===== src/rtl/instruction_fetcher_if.sv =====
// Program-memory read channel between the instruction fetcher and the
// program-memory controller.
//   mem_read_valid   : read request asserted by the fetcher
//   mem_read_address : address of the request, stable while valid
//   mem_read_ready   : controller returns data this cycle
//   mem_read_data    : instruction word, qualified by mem_read_ready
// master = fetcher side, slave = memory-controller side.
interface instruction_fetcher_if #(
  parameter int ADDR_BITS = 8,
  parameter int DATA_BITS = 16
);
  logic                 mem_read_valid;
  logic [ADDR_BITS-1:0] mem_read_address;
  logic                 mem_read_ready;
  logic [DATA_BITS-1:0] mem_read_data;

  modport master (
    output mem_read_valid, mem_read_address,
    input  mem_read_ready, mem_read_data
  );

  modport slave (
    input  mem_read_valid, mem_read_address,
    output mem_read_ready, mem_read_data
  );
endinterface


===== src/rtl/instruction_fetcher.sv =====
// Instruction fetcher: latches pc on a scheduler request, issues a single
// read to program memory, then holds the returned word for the decoder
// until it is accepted. Flush abandons an in-flight or held fetch.
// Ports:
//   clk, reset       : clock, async active-low reset
//   fetch_req, pc    : scheduler fetch request and program counter
//   flush            : branch redirect, abandon current fetch
//   mem              : program-memory read channel (master side)
//   instruction      : held instruction word for the decoder
//   instr_valid      : instruction holds valid data
//   instr_accept     : decoder consumes the instruction
//   busy             : fetcher not idle
//   stall_cycles     : saturating count of cycles spent waiting on memory
module instruction_fetcher #(
  parameter int PROGRAM_MEM_ADDR_BITS = 8,
  parameter int PROGRAM_MEM_DATA_BITS = 16,
  parameter int STALL_CNT_BITS        = 16
) (
  input  logic                             clk,
  input  logic                             reset,
  input  logic                             fetch_req,
  input  logic [PROGRAM_MEM_ADDR_BITS-1:0] pc,
  input  logic                             flush,
  instruction_fetcher_if.master            mem,
  input  logic                             instr_accept,
  output logic [PROGRAM_MEM_DATA_BITS-1:0] instruction,
  output logic                             instr_valid,
  output logic                             busy,
  output logic [STALL_CNT_BITS-1:0]        stall_cycles
);

  typedef enum logic [1:0] {IDLE, REQ, HOLD} state_e;

  state_e                            state_q, state_d;
  logic [PROGRAM_MEM_ADDR_BITS-1:0]  addr_q, addr_d;
  logic [PROGRAM_MEM_DATA_BITS-1:0]  instr_q, instr_d;
  logic                              rvalid_q, rvalid_d;
  logic                              ivalid_q, ivalid_d;
  logic                              discard_q, discard_d;
  logic [STALL_CNT_BITS-1:0]         stall_q, stall_d;

  // State register
  always_ff @(posedge clk or negedge reset) begin
    if (!reset) begin
      state_q   <= IDLE;
      addr_q    <= '0;
      instr_q   <= '0;
      rvalid_q  <= 1'b0;
      ivalid_q  <= 1'b0;
      discard_q <= 1'b0;
      stall_q   <= '0;
    end else begin
      state_q   <= state_d;
      addr_q    <= addr_d;
      instr_q   <= instr_d;
      rvalid_q  <= rvalid_d;
      ivalid_q  <= ivalid_d;
      discard_q <= discard_d;
      stall_q   <= stall_d;
    end
  end

  // Next-state logic
  always_comb begin
    state_d   = state_q;
    addr_d    = addr_q;
    instr_d   = instr_q;
    rvalid_d  = rvalid_q;
    ivalid_d  = ivalid_q;
    discard_d = discard_q;
    stall_d   = stall_q;
    case (state_q)
      IDLE: begin
        if (!flush && fetch_req) begin
          addr_d   = pc;
          rvalid_d = 1'b1;
          state_d  = REQ;
        end
      end
      REQ: begin
        if (stall_q != '1) stall_d = stall_q + 1'b1;
        // The request cannot be withdrawn, so a flush is only remembered
        // and the returning data is dropped when it arrives.
        if (flush) discard_d = 1'b1;
        if (mem.mem_read_ready) begin
          rvalid_d  = 1'b0;
          discard_d = 1'b0;
          if (discard_q || flush) begin
            state_d = IDLE;
          end else begin
            instr_d  = mem.mem_read_data;
            ivalid_d = 1'b1;
            state_d  = HOLD;
          end
        end
      end
      HOLD: begin
        if (flush) begin
          ivalid_d = 1'b0;
          state_d  = IDLE;
        end else if (instr_accept && fetch_req) begin
          ivalid_d = 1'b0;
          addr_d   = pc;
          rvalid_d = 1'b1;
          state_d  = REQ;
        end else if (instr_accept) begin
          ivalid_d = 1'b0;
          state_d  = IDLE;
        end
      end
      default: state_d = IDLE;
    endcase
  end

  // Outputs, all driven straight from registers
  always_comb begin
    mem.mem_read_valid   = rvalid_q;
    mem.mem_read_address = addr_q;
    instruction          = instr_q;
    instr_valid          = ivalid_q;
    busy                 = (state_q != IDLE);
    stall_cycles         = stall_q;
  end

endmodule

===== src/flat_wrapper.sv =====
// flat-port wrapper written by rule: the top's interface ports become plain ports
module instruction_fetcher_flat 
#(
  parameter int PROGRAM_MEM_ADDR_BITS = 8,
  parameter int PROGRAM_MEM_DATA_BITS = 16,
  parameter int STALL_CNT_BITS        = 16
)
  (clk, reset, fetch_req, pc, flush, instr_accept, instruction, instr_valid, busy, stall_cycles, mem_mem_read_valid, mem_mem_read_address, mem_mem_read_ready, mem_mem_read_data);
  instruction_fetcher_if mem_i ();
  input  logic clk;
  input  logic reset;
  input  logic fetch_req;
  input  logic [PROGRAM_MEM_ADDR_BITS-1:0] pc;
  input  logic flush;
  input  logic instr_accept;
  output logic [PROGRAM_MEM_DATA_BITS-1:0] instruction;
  output logic instr_valid;
  output logic busy;
  output logic [STALL_CNT_BITS-1:0] stall_cycles;
  output wire logic [$bits(mem_i.mem_read_valid)-1:0] mem_mem_read_valid;
  output wire logic [$bits(mem_i.mem_read_address)-1:0] mem_mem_read_address;
  input wire logic [$bits(mem_i.mem_read_ready)-1:0] mem_mem_read_ready;
  input wire logic [$bits(mem_i.mem_read_data)-1:0] mem_mem_read_data;
  assign mem_mem_read_valid = mem_i.mem_read_valid;
  assign mem_mem_read_address = mem_i.mem_read_address;
  assign mem_i.mem_read_ready = mem_mem_read_ready;
  assign mem_i.mem_read_data = mem_mem_read_data;
  instruction_fetcher #(.PROGRAM_MEM_ADDR_BITS(PROGRAM_MEM_ADDR_BITS), .PROGRAM_MEM_DATA_BITS(PROGRAM_MEM_DATA_BITS), .STALL_CNT_BITS(STALL_CNT_BITS)) u_core (.clk(clk), .reset(reset), .fetch_req(fetch_req), .pc(pc), .flush(flush), .mem(mem_i), .instr_accept(instr_accept), .instruction(instruction), .instr_valid(instr_valid), .busy(busy), .stall_cycles(stall_cycles));
endmodule

===== config.mk =====
export PLATFORM = sky130hd
export DESIGN_NAME = instruction_fetcher_flat
export DESIGN_NICKNAME = d
export VERILOG_FILES = /design/src/rtl/instruction_fetcher_if.sv /design/src/rtl/instruction_fetcher.sv /design/src/flat_wrapper.sv
export SDC_FILE = /design/constraint.sdc
export NUM_CORES = 1
export LEC_CHECK = 0
export BUFFER_PORTS_ARGS = -buffer_cell sky130_fd_sc_hd__buf_2
export CELL_PAD_IN_SITES_DETAIL_PLACEMENT = 0
export CELL_PAD_IN_SITES_GLOBAL_PLACEMENT = 1
export CORE_MARGIN = 3
export CORE_UTILIZATION = 31
export CTS_CLUSTER_SIZE = 28
export DETAILED_ROUTE_END_ITERATION = 10
export HOLD_SLACK_MARGIN = 0.15
export PLACE_DENSITY_LB_ADDON = 0.05
export SETUP_SLACK_MARGIN = 0.4
export SKIP_LAST_GASP = 1
export SYNTH_ARGS = -nofsm -noshare
export SYNTH_HDL_FRONTEND = slang
export SYNTH_SLANG_ARGS = --single-unit

===== constraint.sdc =====
create_clock -name clk -period 2.45 [get_ports clk]
set_input_delay 0.1225 -clock clk [delete_from_list [all_inputs] [get_ports clk]]
set_output_delay 0.1225 -clock clk [all_outputs]
set_load 0.05 [all_outputs]

==> flow_metrics.tcl <==
set metrics [dict create \
    status "finished clean" \
    top_usage_layer "met2" \
    clockPowerShare_pct 18.1 \
    antenna_cells 0 \
    hp-class "input pin to asynchronous set/reset pin" \
    post_cts_buffers 0 \
    finalWirelength_mm 4.75 \
    reg2regPathDepth 4 \
    fin_skew_ns 0.00619 \
    stdcell_area_sq_um 2880 \
    rrSetupSlack_ns 0.54 \
    ioPinCount 73 \
    grt_pass1_wl_mm 8.08 \
    gr-usage-met3_pct 3.90 \
    hold_viol_final 0 \
    final_cell_mix "72 x buf_2, 39 x dfrtp_1, 29 x dlygate4sd3_1" \
    ys_warn_count 0 \
    tightest_slew_ns 0.458 \
    comb_power_share_pct 47.2 \
    cp.arrival_ns 2.09 \
    p_int_w 0.00176 \
    rows 28 \
    multi_input_area_sq_um 845 \
    yosysTopAreaCell "dfrtp_1" \
    ys_async_sr_fraction_pct 100 \
    worstSkewPairLatency_ns 0.30 \
    cp_data_required_time_ns 2.63 \
    p_leak_nw 1.39 \
    port_buffers 72 \
    nFillCells 581 \
    grt_max_degree 21 \
    ys_seq_elements 45 \
    avgSynthCellArea_sq_um 12.8 \
    layout_commonest_cell "buf_2" \
    endpoint_kind "flop" \
    critical_path_class "flop to flop" \
    regArea_sq_um 1130 \
    cts_root_buf "clkbuf_8" \
    path_clk_slew_ns 0.09 \
    vias 1562 \
    synthFlopType "dfrtp_1" \
    fin_nets 295 \
    antenna_found_initial 0 \
    pre_cts_ws_ns 0.362 \
    place_congestion 0.762 \
    max_freq_mhz 524 \
    grt_util_all_layers_pct 13.5 \
    syn_area_sq_um 2000 \
    seqPwrFrac_pct 34.7 \
    ant_nets 0 \
    clk_path_buf_depth 2 \
    die_x_microns 86.3 \
    final_cells 340 \
    avgViaCountPerCell 4.59 \
    max_slew_margin_pct 69.4 \
    synth_area_leaders "dfrtp_1 56%, mux2_2 7.9%, mux2_4 6.8%" \
    initial_utilization_pct 32.8 \
    dieArea_sq_um 7450 \
    fin_crit_sh_pct 77.9 \
    drc 0 \
    critical_path.max_fanout 6 \
    synth_edf_count 0 \
    grt_use_met1_pct 16.4 \
    drive_above_1_share_pct 44.5 \
    dp_hpwl_mm 3.45 \
    powerDensity_nw_per_um2 1140 \
    setup_tns_ns 0 \
    area_growth_pct 44.0 \
    yosysUniqueCellTypes 34 \
    drt_iter0_drc 50 \
    clkSinkCount 45 \
    synthesis.nets 187 \
    overflow 0 \
    first_global_vias 1728 \
    rsz0062_at_grt "false" \
    maxCapViolCount 0 \
    p_sw_w 0.00151 \
    synth_cells 156 \
    vdd_drop_max_mv 0.611 \
    die_h_microns 86.3 \
    tritoncts "yes" \
    post_dp_cell_area_sq_um 2460 \
    firstDrtPassIters 4 \
    dp.cells 303 \
    layout_min_cycle_time_ns 1.91 \
    synth_top_area_share_pct 56.4 \
    coreArea_sq_um 6100 \
    avgRoutedWirePerCell_microns 14.0 \
    cts_buffers 5 \
    drv_slew 0 \
    setup_violations 0 \
    startpoint_type "flop" \
    fin_hold_ws_ns 0.235 \
    use_met2_pct 23.5 \
    yosysSeqAreaShare_pct 56.4 \
    p_sw_share_pct 46.1 \
    htree_levels 2 \
    setup_ws_ns 0.542 \
]
## layout make-up
type,count,area share [%]
Inverter,5,0.652
Tap cell,75,3.26
Timing Repair Buffer,103,23.1
Multi-Input combinational cell,104,29.4
Clock buffer,6,2.87
Sequential cell,45,39.4
Clock inverter,2,1.30
## cell usage after synthesis, types with 2 or more instances
cell / number
or3_1: 2
nor3_1: 2
and3_1: 3
nand2_1: 13
nor2_1: 9
mux2_1: 8
and4_1: 2
mux2_4: 9
inv_1: 5
mux2_2: 14
o21ai_0: 4
a31oi_1: 2
xnor2_1: 5
dfrtp_1: 45
nand2b_1: 2
nand3_1: 6
nand4_1: 3
a21oi_1: 6
## state kept, by name, indices dropped and copies added, names as in the netlist
name                         count
u_core.discard_q                 1
u_core.mem.mem_read_address      8
u_core.mem.mem_read_valid        1
u_core.state_q                   2
u_core.instruction              16
u_core.instr_valid               1
u_core.stall_cycles             16
## through the flow
step | utilization [%] | total power [W]
after CTS | 47.1 | 0.00331
final | 47.2 | 0.00327
after global routing | 47.2 | 0.00343
after detailed placement | 40.4 | 0.00266
after floorplan | - | 0.00228
after global placement | 40.4 | 0.00263
## what timing repair did
action                     in CTS  in global routing
hold buffers                   29                  0
hold endpoints to repair       73                  0
setup endpoints to repair      16                 16
gates resized for setup         1                  1
## worst paths after layout
kind	to	startpoint
worst max-delay path	u_core.stall_cycles[1]	u_core.stall_cycles[15]
worst min-delay path	u_core.instruction[7]	reset
worst max register to register	u_core.stall_cycles[1]	u_core.stall_cycles[15]
worst min register to register	u_core.instruction[5]	u_core.instruction[5]
max in group asynchronous	u_core.stall_cycles[7]	reset
min in group clk	u_core.mem.mem_read_valid	fetch_req
## cell families (layout without fill, tap and decap cells)
family / Yosys count / after routing / synth area share, %
mux: 31 / 31 / 19.2
simple gates: 50 / 50 / 13.7
buf+inv: 7 / 116 / 2.25
compound gates: 16 / 16 / 5.32
flops: 45 / 45 / 56.4
xor+xnor: 6 / 6 / 2.63
fa+ha+maj: 1 / 1 / 0.626
## metal layers
layer  part of all wire, %  vias up
met5                     0        -
met4                   1.2        0
met3                   5.5        5
met2                    49       47
met1                    44      747
li1                      -      763
## critical path: stages (launching register included)
cell and delay [ns]:
dfrtp_1 0.46, nand4_2 0.19, or4_4 0.57, o31ai_4 0.25
mux2_4 0.32
## power groups by stage
stage          clock, W  sequential (W)  combinational [W]
2_1_floorplan         0         0.00193           0.000348
3_5_place_dp          0         0.00115            0.00151
3_3_place_gp          0         0.00114            0.00149
4_1_cts        0.000614         0.00114            0.00156
6_report       0.000591         0.00113            0.00154
5_1_grt        0.000637         0.00116            0.00162
Note: power is estimated with default switching activity, not from simulation.
